### src/rtl/bch_syndrome_serial_pkg.sv
// Shared parameters, types and GF(2^m) helpers for the serial BCH syndrome generator.
package bch_syndrome_serial_pkg;

    localparam int unsigned M      = 4;
    localparam int unsigned KMax   = 5;
    localparam int unsigned D      = 7;
    localparam int unsigned N      = 15;
    localparam int unsigned IrrPol = 19;
    localparam int unsigned T      = (D - 1) / 2;
    localparam int unsigned T2     = 2 * T;
    localparam int unsigned PtrW   = 4;

    typedef logic [M-1:0]    data_t;
    typedef logic [PtrW-1:0] ptr_t;
    typedef data_t [1:T]     odd_t;
    typedef data_t [1:T2]    syn_t;

    function automatic int unsigned clogb2(input int unsigned x);
        int unsigned r;
        r = 0;
        while ((32'd1 << r) < x) r++;
        return r;
    endfunction

    localparam int unsigned CntW = clogb2(N + 1);

    // Shift-and-add multiply, reducing by the primitive polynomial each step.
    function automatic data_t gf_mult_a_by_b(input data_t a, input data_t b);
        data_t p;
        data_t s;
        p = '0;
        s = a;
        for (int i = 0; i < int'(M); i++) begin
            if (b[i]) p = p ^ s;
            s = s[M-1] ? ((s << 1) ^ data_t'(IrrPol)) : (s << 1);
        end
        return p;
    endfunction

    function automatic syn_t gen_alpha_tab();
        syn_t  tab;
        data_t a;
        a = data_t'(1);
        for (int i = 1; i <= int'(T2); i++) begin
            a      = gf_mult_a_by_b(a, data_t'(2));
            tab[i] = a;
        end
        return tab;
    endfunction

    localparam syn_t AlphaTab = gen_alpha_tab();

endpackage

### src/rtl/bch_syndrome_serial_expand.sv
// Expands odd syndromes to the full S_1..S_t2 set by GF squaring, plus zero detect.
module bch_syndrome_expand
    import bch_syndrome_serial_pkg::*;
(
    input  odd_t odd_i,
    output syn_t syn_o,
    output logic zero_o
);

    syn_t full;

    // S_2j = S_j^2 in characteristic 2; lower indices are always filled first.
    always_comb begin
        full = '0;
        for (int i = 1; i <= int'(T2); i++) begin
            if (i % 2 == 1) full[i] = odd_i[(i + 1) / 2];
            else            full[i] = gf_mult_a_by_b(full[i / 2], full[i / 2]);
        end
    end

    assign syn_o  = full;
    assign zero_o = (full == '0);

endmodule

### src/rtl/bch_syndrome_serial.sv
// Bit-serial BCH syndrome generator: Horner accumulators for odd syndromes, then a
// hold stage and an output stage that squares out the even syndromes.
module bch_syndrome_serial
    import bch_syndrome_serial_pkg::*;
(
    input  logic iclk,
    input  logic ireset,
    input  logic iclkena,
    input  logic ival,
    input  logic isop,
    input  logic ieop,
    input  logic idat,
    input  ptr_t iptr,
    output logic osyndrome_val,
    output ptr_t osyndrome_ptr,
    output syn_t osyndrome,
    output logic ozero,
    output logic olen_err
);

    localparam logic [CntW-1:0] CntMax = '1;
    localparam logic [CntW-1:0] CntN   = CntW'(N);

    odd_t            acc_q, acc_d, acc_step;
    logic            active_q, active_d;
    logic [CntW-1:0] cnt_q, cnt_d;
    ptr_t            ptr_q, ptr_d;

    odd_t            hold_q, hold_d;
    ptr_t            hold_ptr_q, hold_ptr_d;
    logic            hold_len_q, hold_len_d;
    logic            hold_val_q, hold_val_d;

    syn_t            syn_full, out_syn_q;
    logic            syn_zero, out_zero_q, out_len_q, out_val_q;
    ptr_t            out_ptr_q;

    // Constant multiply by alpha^(2j-1); idat enters as the new lowest coefficient.
    always_comb begin
        for (int j = 1; j <= int'(T); j++) begin
            acc_step[j] = gf_mult_a_by_b(acc_q[j], AlphaTab[2*j-1]) ^ data_t'(idat);
        end
    end

    always_comb begin
        acc_d      = acc_q;
        active_d   = active_q;
        cnt_d      = cnt_q;
        ptr_d      = ptr_q;
        hold_d     = hold_q;
        hold_ptr_d = hold_ptr_q;
        hold_len_d = hold_len_q;
        hold_val_d = 1'b0;
        if (ival) begin
            if (isop) begin
                for (int j = 1; j <= int'(T); j++) acc_d[j] = data_t'(idat);
                cnt_d    = CntW'(1);
                ptr_d    = iptr;
                active_d = !ieop;
            end else if (active_q) begin
                acc_d = acc_step;
                cnt_d = (cnt_q == CntMax) ? cnt_q : cnt_q + CntW'(1);
                if (ieop) active_d = 1'b0;
            end
            if (ieop && (isop || active_q)) begin
                hold_d     = acc_d;
                hold_ptr_d = ptr_d;
                hold_len_d = (cnt_d != CntN);
                hold_val_d = 1'b1;
            end
        end
    end

    bch_syndrome_expand u_expand (
        .odd_i  (hold_q),
        .syn_o  (syn_full),
        .zero_o (syn_zero)
    );

    always_ff @(posedge iclk or posedge ireset) begin
        if (ireset) begin
            acc_q      <= '0;
            active_q   <= 1'b0;
            cnt_q      <= '0;
            ptr_q      <= '0;
            hold_q     <= '0;
            hold_ptr_q <= '0;
            hold_len_q <= 1'b0;
            hold_val_q <= 1'b0;
            out_syn_q  <= '0;
            out_zero_q <= 1'b0;
            out_len_q  <= 1'b0;
            out_ptr_q  <= '0;
            out_val_q  <= 1'b0;
        end else if (iclkena) begin
            acc_q      <= acc_d;
            active_q   <= active_d;
            cnt_q      <= cnt_d;
            ptr_q      <= ptr_d;
            hold_q     <= hold_d;
            hold_ptr_q <= hold_ptr_d;
            hold_len_q <= hold_len_d;
            hold_val_q <= hold_val_d;
            out_val_q  <= hold_val_q;
            if (hold_val_q) begin
                out_syn_q  <= syn_full;
                out_zero_q <= syn_zero;
                out_len_q  <= hold_len_q;
                out_ptr_q  <= hold_ptr_q;
            end
        end
    end

    assign osyndrome_val = out_val_q;
    assign osyndrome_ptr = out_ptr_q;
    assign osyndrome     = out_syn_q;
    assign ozero         = out_zero_q;
    assign olen_err      = out_len_q;

endmodule

### config.mk
export PLATFORM = sky130hd
export DESIGN_NAME = bch_syndrome_serial
export DESIGN_NICKNAME = d
export VERILOG_FILES = /design/src/rtl/bch_syndrome_serial_pkg.sv /design/src/rtl/bch_syndrome_serial_expand.sv /design/src/rtl/bch_syndrome_serial.sv
export SDC_FILE = /design/constraint.sdc
export NUM_CORES = 1
export LEC_CHECK = 0
export ABC_CLOCK_PERIOD_IN_PS = 2800
export CORE_MARGIN = 3
export CORE_UTILIZATION = 45
export CTS_BUF_LIST = sky130_fd_sc_hd__clkbuf_16
export DETAILED_ROUTE_END_ITERATION = 16
export PLACE_DENSITY_LB_ADDON = 0.08
export SYNTH_ARGS = -nofsm -noshare
export SYNTH_HDL_FRONTEND = slang
export SYNTH_SLANG_ARGS = --single-unit
### constraint.sdc
create_clock -name iclk -period 2.8 [get_ports iclk]
set_input_delay 0.56 -clock iclk [delete_from_list [all_inputs] [get_ports iclk]]
set_output_delay 0.56 -clock iclk [all_outputs]
set_load 0.01 [all_outputs]
# == Word level (Yosys, flattened, before mapping) ==
# Index checks and enable logic that the tools add are counted.
# totals
ff_bits,70
latchBits,0
ramBits,0
mem_bits_ro,0
in_bits,11
out_inout_bits,31
wordCells,99
mem_count,0
# op_classes
n_addsub,1
mul,0
div,0
n_lt_le_gt_ge,0
eq_ne,2
shift,0
muxes,39
bitwise,28
reduce_logical,7
# op_table
op,n
$mux W4,17
$xor A4 B4 Y4,10
$mux W2,15
$not A2 Y2,15
$logic_not A24 Y1,1
$mux W12,2
$xor A4 B1 Y4,3
$mux W1,5
$add A4 B1 Y4 const B,1
$eq A4 B4 Y1 const B,1
$ne A4 B4 Y1 const B,1
$reduce_and A2 Y1,2
$reduce_and A3 Y1,1
$logic_and A1 B1 Y1,1
$logic_not A1 Y1,1
$logic_or A1 B1 Y1,1

# == Logic depth before layout (Yosys ltp) ==
# depth
ltp_word,17
ltp_mapped,13
mapped_depth_nobuf,12

# == By module ==
# From an unflattened synthesis, not the netlist that was laid out.
# hier_totals
hier_cells,330
area_unflattened_um2,3633.5
# by_module_without_submodules
mod,n_inst,cells_per_inst,area_per_inst_um2,seq_area_each_um2
bch_syndrome_serial,1,260,3093.0,1751.7
bch_syndrome_expand,1,70,540.5,0.0

# == Worst setup path after synthesis ==
# No wires, ideal clock.
# synth_timing
path_type,register to register
start,reg hold_q[8] (netlist bit)
end,reg out_syn_q (netlist bit osyndrome[9])
setup_ns,0.079
t_arrival_ns,2.560
required_time_ns,2.721
setup_slack_ns,0.161
path_stages_with_launch,11
n_path_buf,0
synth_period_minus_slack_ns,2.639
cell_sequence,dfrtp_1 -> ha_1 -> xor2_1 -> mux2i_1 -> xnor2_1 -> inv_1 -> ha_1 -> xnor3_1 -> mux2i_1 -> a31o_2 -> a2bb2oi_1
# synth_lines
element,line_no,source
start: declaration,bch_syndrome_serial.sv:29,"odd_t hold_q, hold_d;"
start signal: assignment,bch_syndrome_serial.sv:100,hold_q <= hold_d;
end signal: assignment,bch_syndrome_serial.sv:106,out_syn_q <= syn_full;
end: declaration,bch_syndrome_serial.sv:34,"syn_t syn_full, out_syn_q;"

# == Worst setup path after layout ==
# layout_timing
start,reg hold_q[11] (netlist bit)
end,reg out_zero_q (netlist: ozero)
# layout_via
elab_chain_len,16
word_cells_on_any_way,24
cone_classes,13 x mux; 10 x bitwise; 1 x reduce/logical
# layout_lines
element,line_no,source
$mux W2,-,
$xor A4 B4 Y4,bch_syndrome_serial_pkg.sv:34,if (b[i]) p = p ^ s;
$mux W4,bch_syndrome_serial_pkg.sv:34,
$xor A4 B4 Y4,bch_syndrome_serial_pkg.sv:34,
$mux W4,bch_syndrome_serial_pkg.sv:34,
$xor A4 B4 Y4,bch_syndrome_serial_pkg.sv:34,
$mux W4,bch_syndrome_serial_pkg.sv:34,
$not A2 Y2 (no source line),-,
$mux W2,-,
$xor A4 B4 Y4,bch_syndrome_serial_pkg.sv:34,
$mux W4,bch_syndrome_serial_pkg.sv:34,
$xor A4 B4 Y4,bch_syndrome_serial_pkg.sv:34,
$mux W4,bch_syndrome_serial_pkg.sv:34,
$xor A4 B4 Y4,bch_syndrome_serial_pkg.sv:34,
$mux W4,bch_syndrome_serial_pkg.sv:34,
$logic_not A24 Y1 (*),bch_syndrome_serial_expand.sv:22,assign zero_o = (full == '0);
end signal: assignment,bch_syndrome_serial.sv:107,out_zero_q <= syn_zero;
end: declaration,bch_syndrome_serial.sv:35,"logic syn_zero, out_zero_q, out_len_q, out_val_q;"
# Mark *: on every way between the ends. The rest lies on a longest branch, timed or not.
# A chain may end at the register's enable or synchronous reset.

==> impl_metrics.csv <==
group,metric,value,unit
finish,area_growth,26.2,%
global_route,overflow,0,
placed_design,gp_congestion,0.772,
timing,max_freq,388,MHz
yosys,synth_cells,350,
timing,tns,0,ps
global_route,first_global_vias,2575,
timing,hold_violations,0,
timing,fin_crit_sh,92.1,%
pwr,leakagePower,1.96,nW
global_route,grt_max_degree,46,
worst_hold_path,worstHoldPathType,"flop to flop",
pwr,ir_drop,0.442,mV
drt,dr.pass1.iters,4,
drt,drc_errors,0,
global_route,grt_pass1_wl,12600,µm
yosys,ys_types,40,
yosys,synthFlopType,"dfrtp_1",
drt,ant_nets,0,
pwr,cellPowerDensity,983,mW/mm²
finish,drive_above_1_share,14.8,%
floorplan,die-height,94.3,µm
clocking,clkSinkCount,70,
clocking,clk_pin_slew_worst_paths,60,ps
pwr,p_sw,1.41,mW
yosys,synth-async-reset-ratio,100,%
timing,min_period,2580,ps
finish,nets,414,
floorplan,fp.dieW,94.3,µm
floorplan,initial_core_util,47.4,%
worst_setup_path,worstPathRequired,3070,ps
yosys,syn_area,0.00351,mm²
clocking,cts_tree,"yes",
pwr,pwr-share-clk,28.0,%
worst_setup_path,crit_path_start,"hold_q[11]$_DFFE_PP0P_",
pwr,total_power,4.36,mW
finish,nFillCells,636,
pwr,power.internal,2.94,mW
finish,n_antenna_cell,0,
clocking,htreeDepth,3,
drt,drt_first_iter_violations,171,
drt,vias_per_cell,5.24,
placed_design,io_buffers,41,
worst_hold_path,worst_hold_startpoint,"osyndrome[3]$_DFFE_PP0P_",
floorplan,core,0.00741,mm²
worst_setup_path,end_kind,"flop",
yosys,synth_seq_cells,70,
worst_setup_path,crit_type,"flop to flop",
yosys,synth-seq-area-share,49.9,%
floorplan,ios,42,
clocking,cts_buffers,9,
timing,setup_viol,0,
finish,multi_input_area,0.00166,mm²
global_route,use_met1,26.3,%
drt,wl,7010,µm
clocking,holdBufCountCts,0,
worst_setup_path,worstPathMaxFanout,7,
floorplan,dieArea,0.00889,mm²
outcome,status,"complete, no violations",
global_route,busiest_layer,"met2",
floorplan,num_rows,31,
global_route,use_met2,26.7,%
pwr,p_sw_share,32.4,%
placed_design,dp_hpwl,4950,µm
worst_setup_path,timing.rr.start,"hold_q[11]$_DFFE_PP0P_",
worst_setup_path,worst_setup_path_start_kind,"flop",
finish,final_cell_mix,"70 x dfrtp_1, 67 x nand2_1, 41 x clkdlybuf4s50_1",
yosys,synth.avg_cell_area,10.0,µm²
job,maxCapViolCount,0,
timing,max_slew_margin,44.4,%
finish,ff_latch_area,0.00175,mm²
finish,mostFrequentLayoutCell,"dfrtp_1",
worst_setup_path,critical_path_arrival,2850,ps
global_route,antenna_found_initial,0,
global_route,met3_usage,3.29,%
yosys,synth_nets,370,
timing,drv_slew,0,
clocking,cts_root_buf,"clkbuf_16",
clocking,insertion_delay,330,ps
global_route,grt_usage,18.1,%
yosys,synth_edf_count,0,
pwr,comb_power_share,35.5,%
yosys,yosysWarnings,0,
timing,worst_clock_skew,5.51,ps
pwr,seq_power_share,36.5,%
drt,vias,2610,
drt,routedWlPerCell,14.1,µm
timing,worstMarginPinSlew,834,ps
clocking,cts_buffer_depth,2,
[worst paths after layout]
path                                        endpoint  slack [ps]  cells past startpoint
hold / removal              osyndrome[3]$_DFFE_PP0P_         470                      2
max in group asynchronous      hold_q[4]$_DFFE_PP0P_        1570                      3
hold reg to reg             osyndrome[3]$_DFFE_PP0P_         470                      2
setup / recovery                   ozero$_DFFE_PP0P_         220                     13
min in group asynchronous  hold_ptr_q[3]$_DFFE_PP0P_         600                      2
setup reg to reg                   ozero$_DFFE_PP0P_         220                     13
[critical path: stages, from the launching register on]
cell	delay (ps)
dfrtp_1	380
buf_4	170
inv_1	60
ha_1	330
nand2_1	90
xor2_1	150
xor2_1	150
inv_1	150
ha_1	180
nand4b_1	100
nor3_1	220
nand3_1	130
nor4_1	250
a22o_1	170
[metrics by stage]
step	instance area (µm²)	setup WS, ps	std cells	utilization (%)	hold WS, ps
CTS	4390	39.8	498	59.3	484
floorplan	3510	161	350	-	445
finish	4430	221	498	59.8	474
global placement	4070	110	482	54.9	459
global route	4430	-73.9	498	59.8	499
detailed placement	4070	-12.1	482	54.9	471
[final cells by class]
cell class | instances | area share, %
multi-input cells | 244 | 37.4
inverters | 16 | 1.36
flip-flops and latches | 70 | 39.5
repair buffers | 53 | 11.6
well taps | 99 | 2.80
clock inverters | 7 | 2.20
clock buffers | 9 | 5.08
[Yosys cell counts, types with 2 or more instances]
master,number,area (µm²)
a211oi_1,4,30.0
a21oi_1,11,55.1
a22o_1,3,26.3
a31oi_1,5,31.3
and3_1,2,12.5
buf_1,5,18.8
buf_2,2,10.0
clkbuf_1,13,48.8
dfrtp_1,70,1750
ha_1,9,113
inv_1,15,56.3
mux2_2,21,236
mux2i_1,11,110
nand2_1,67,251
nand3_1,3,15.0
nor2_1,11,41.3
nor3_1,7,35.0
nor4_1,2,12.5
o21ai_0,32,160
o22ai_1,5,31.3
o31ai_1,5,37.5
xnor2_1,16,140
xor2_1,14,123
[kinds of logic (layout without fill, tap and decap cells)]
| logic type | Yosys count | in the layout | share of synthesized area [%] |
|---|---|---|---|
| and+or+nand+nor | 97 | 97 | 11.5 |
| adders and majority gates | 9 | 9 | 3.21 |
| muxes | 33 | 33 | 10.5 |
| AOI/OAI and AO/OA | 74 | 74 | 12.8 |
| buffers and inverters | 36 | 85 | 3.92 |
| DFF | 70 | 70 | 49.9 |
| xor gates and xnor gates | 31 | 31 | 8.13 |
[registers in the layout, summed over array words and instances, names as in the netlist, 4 cells and up]
name and cells:
acc_q 12, cnt_q 4, hold_ptr_q 4, hold_q 12, osyndrome 24, osyndrome_ptr 4
ptr_q 4
[metal layers]
metal  routed length (µm)  vias to the layer above
met2                 3090                       49
met1                 3500                     1250
li1                     -                     1298
met5                    0                        -
met4                  154                        0
met3                  258                       13
[power groups by stage]
stage	clock network, mW	logic (mW)	registers (mW)
after floorplan	0	0.917	1.61
after global placement	0	1.49	1.59
after detailed placement	0	1.52	1.61
after CTS	1.25	1.53	1.59
after global routing	1.29	1.73	1.65
final	1.22	1.55	1.59
[repair_timing]
item,CTS,global route
pin swaps,1,1
buffers inserted,0,0
gates resized for setup,0,5
setup endpoints to repair,1,2
hold endpoints to repair,0,0
(Power assumes the default switching activity.)
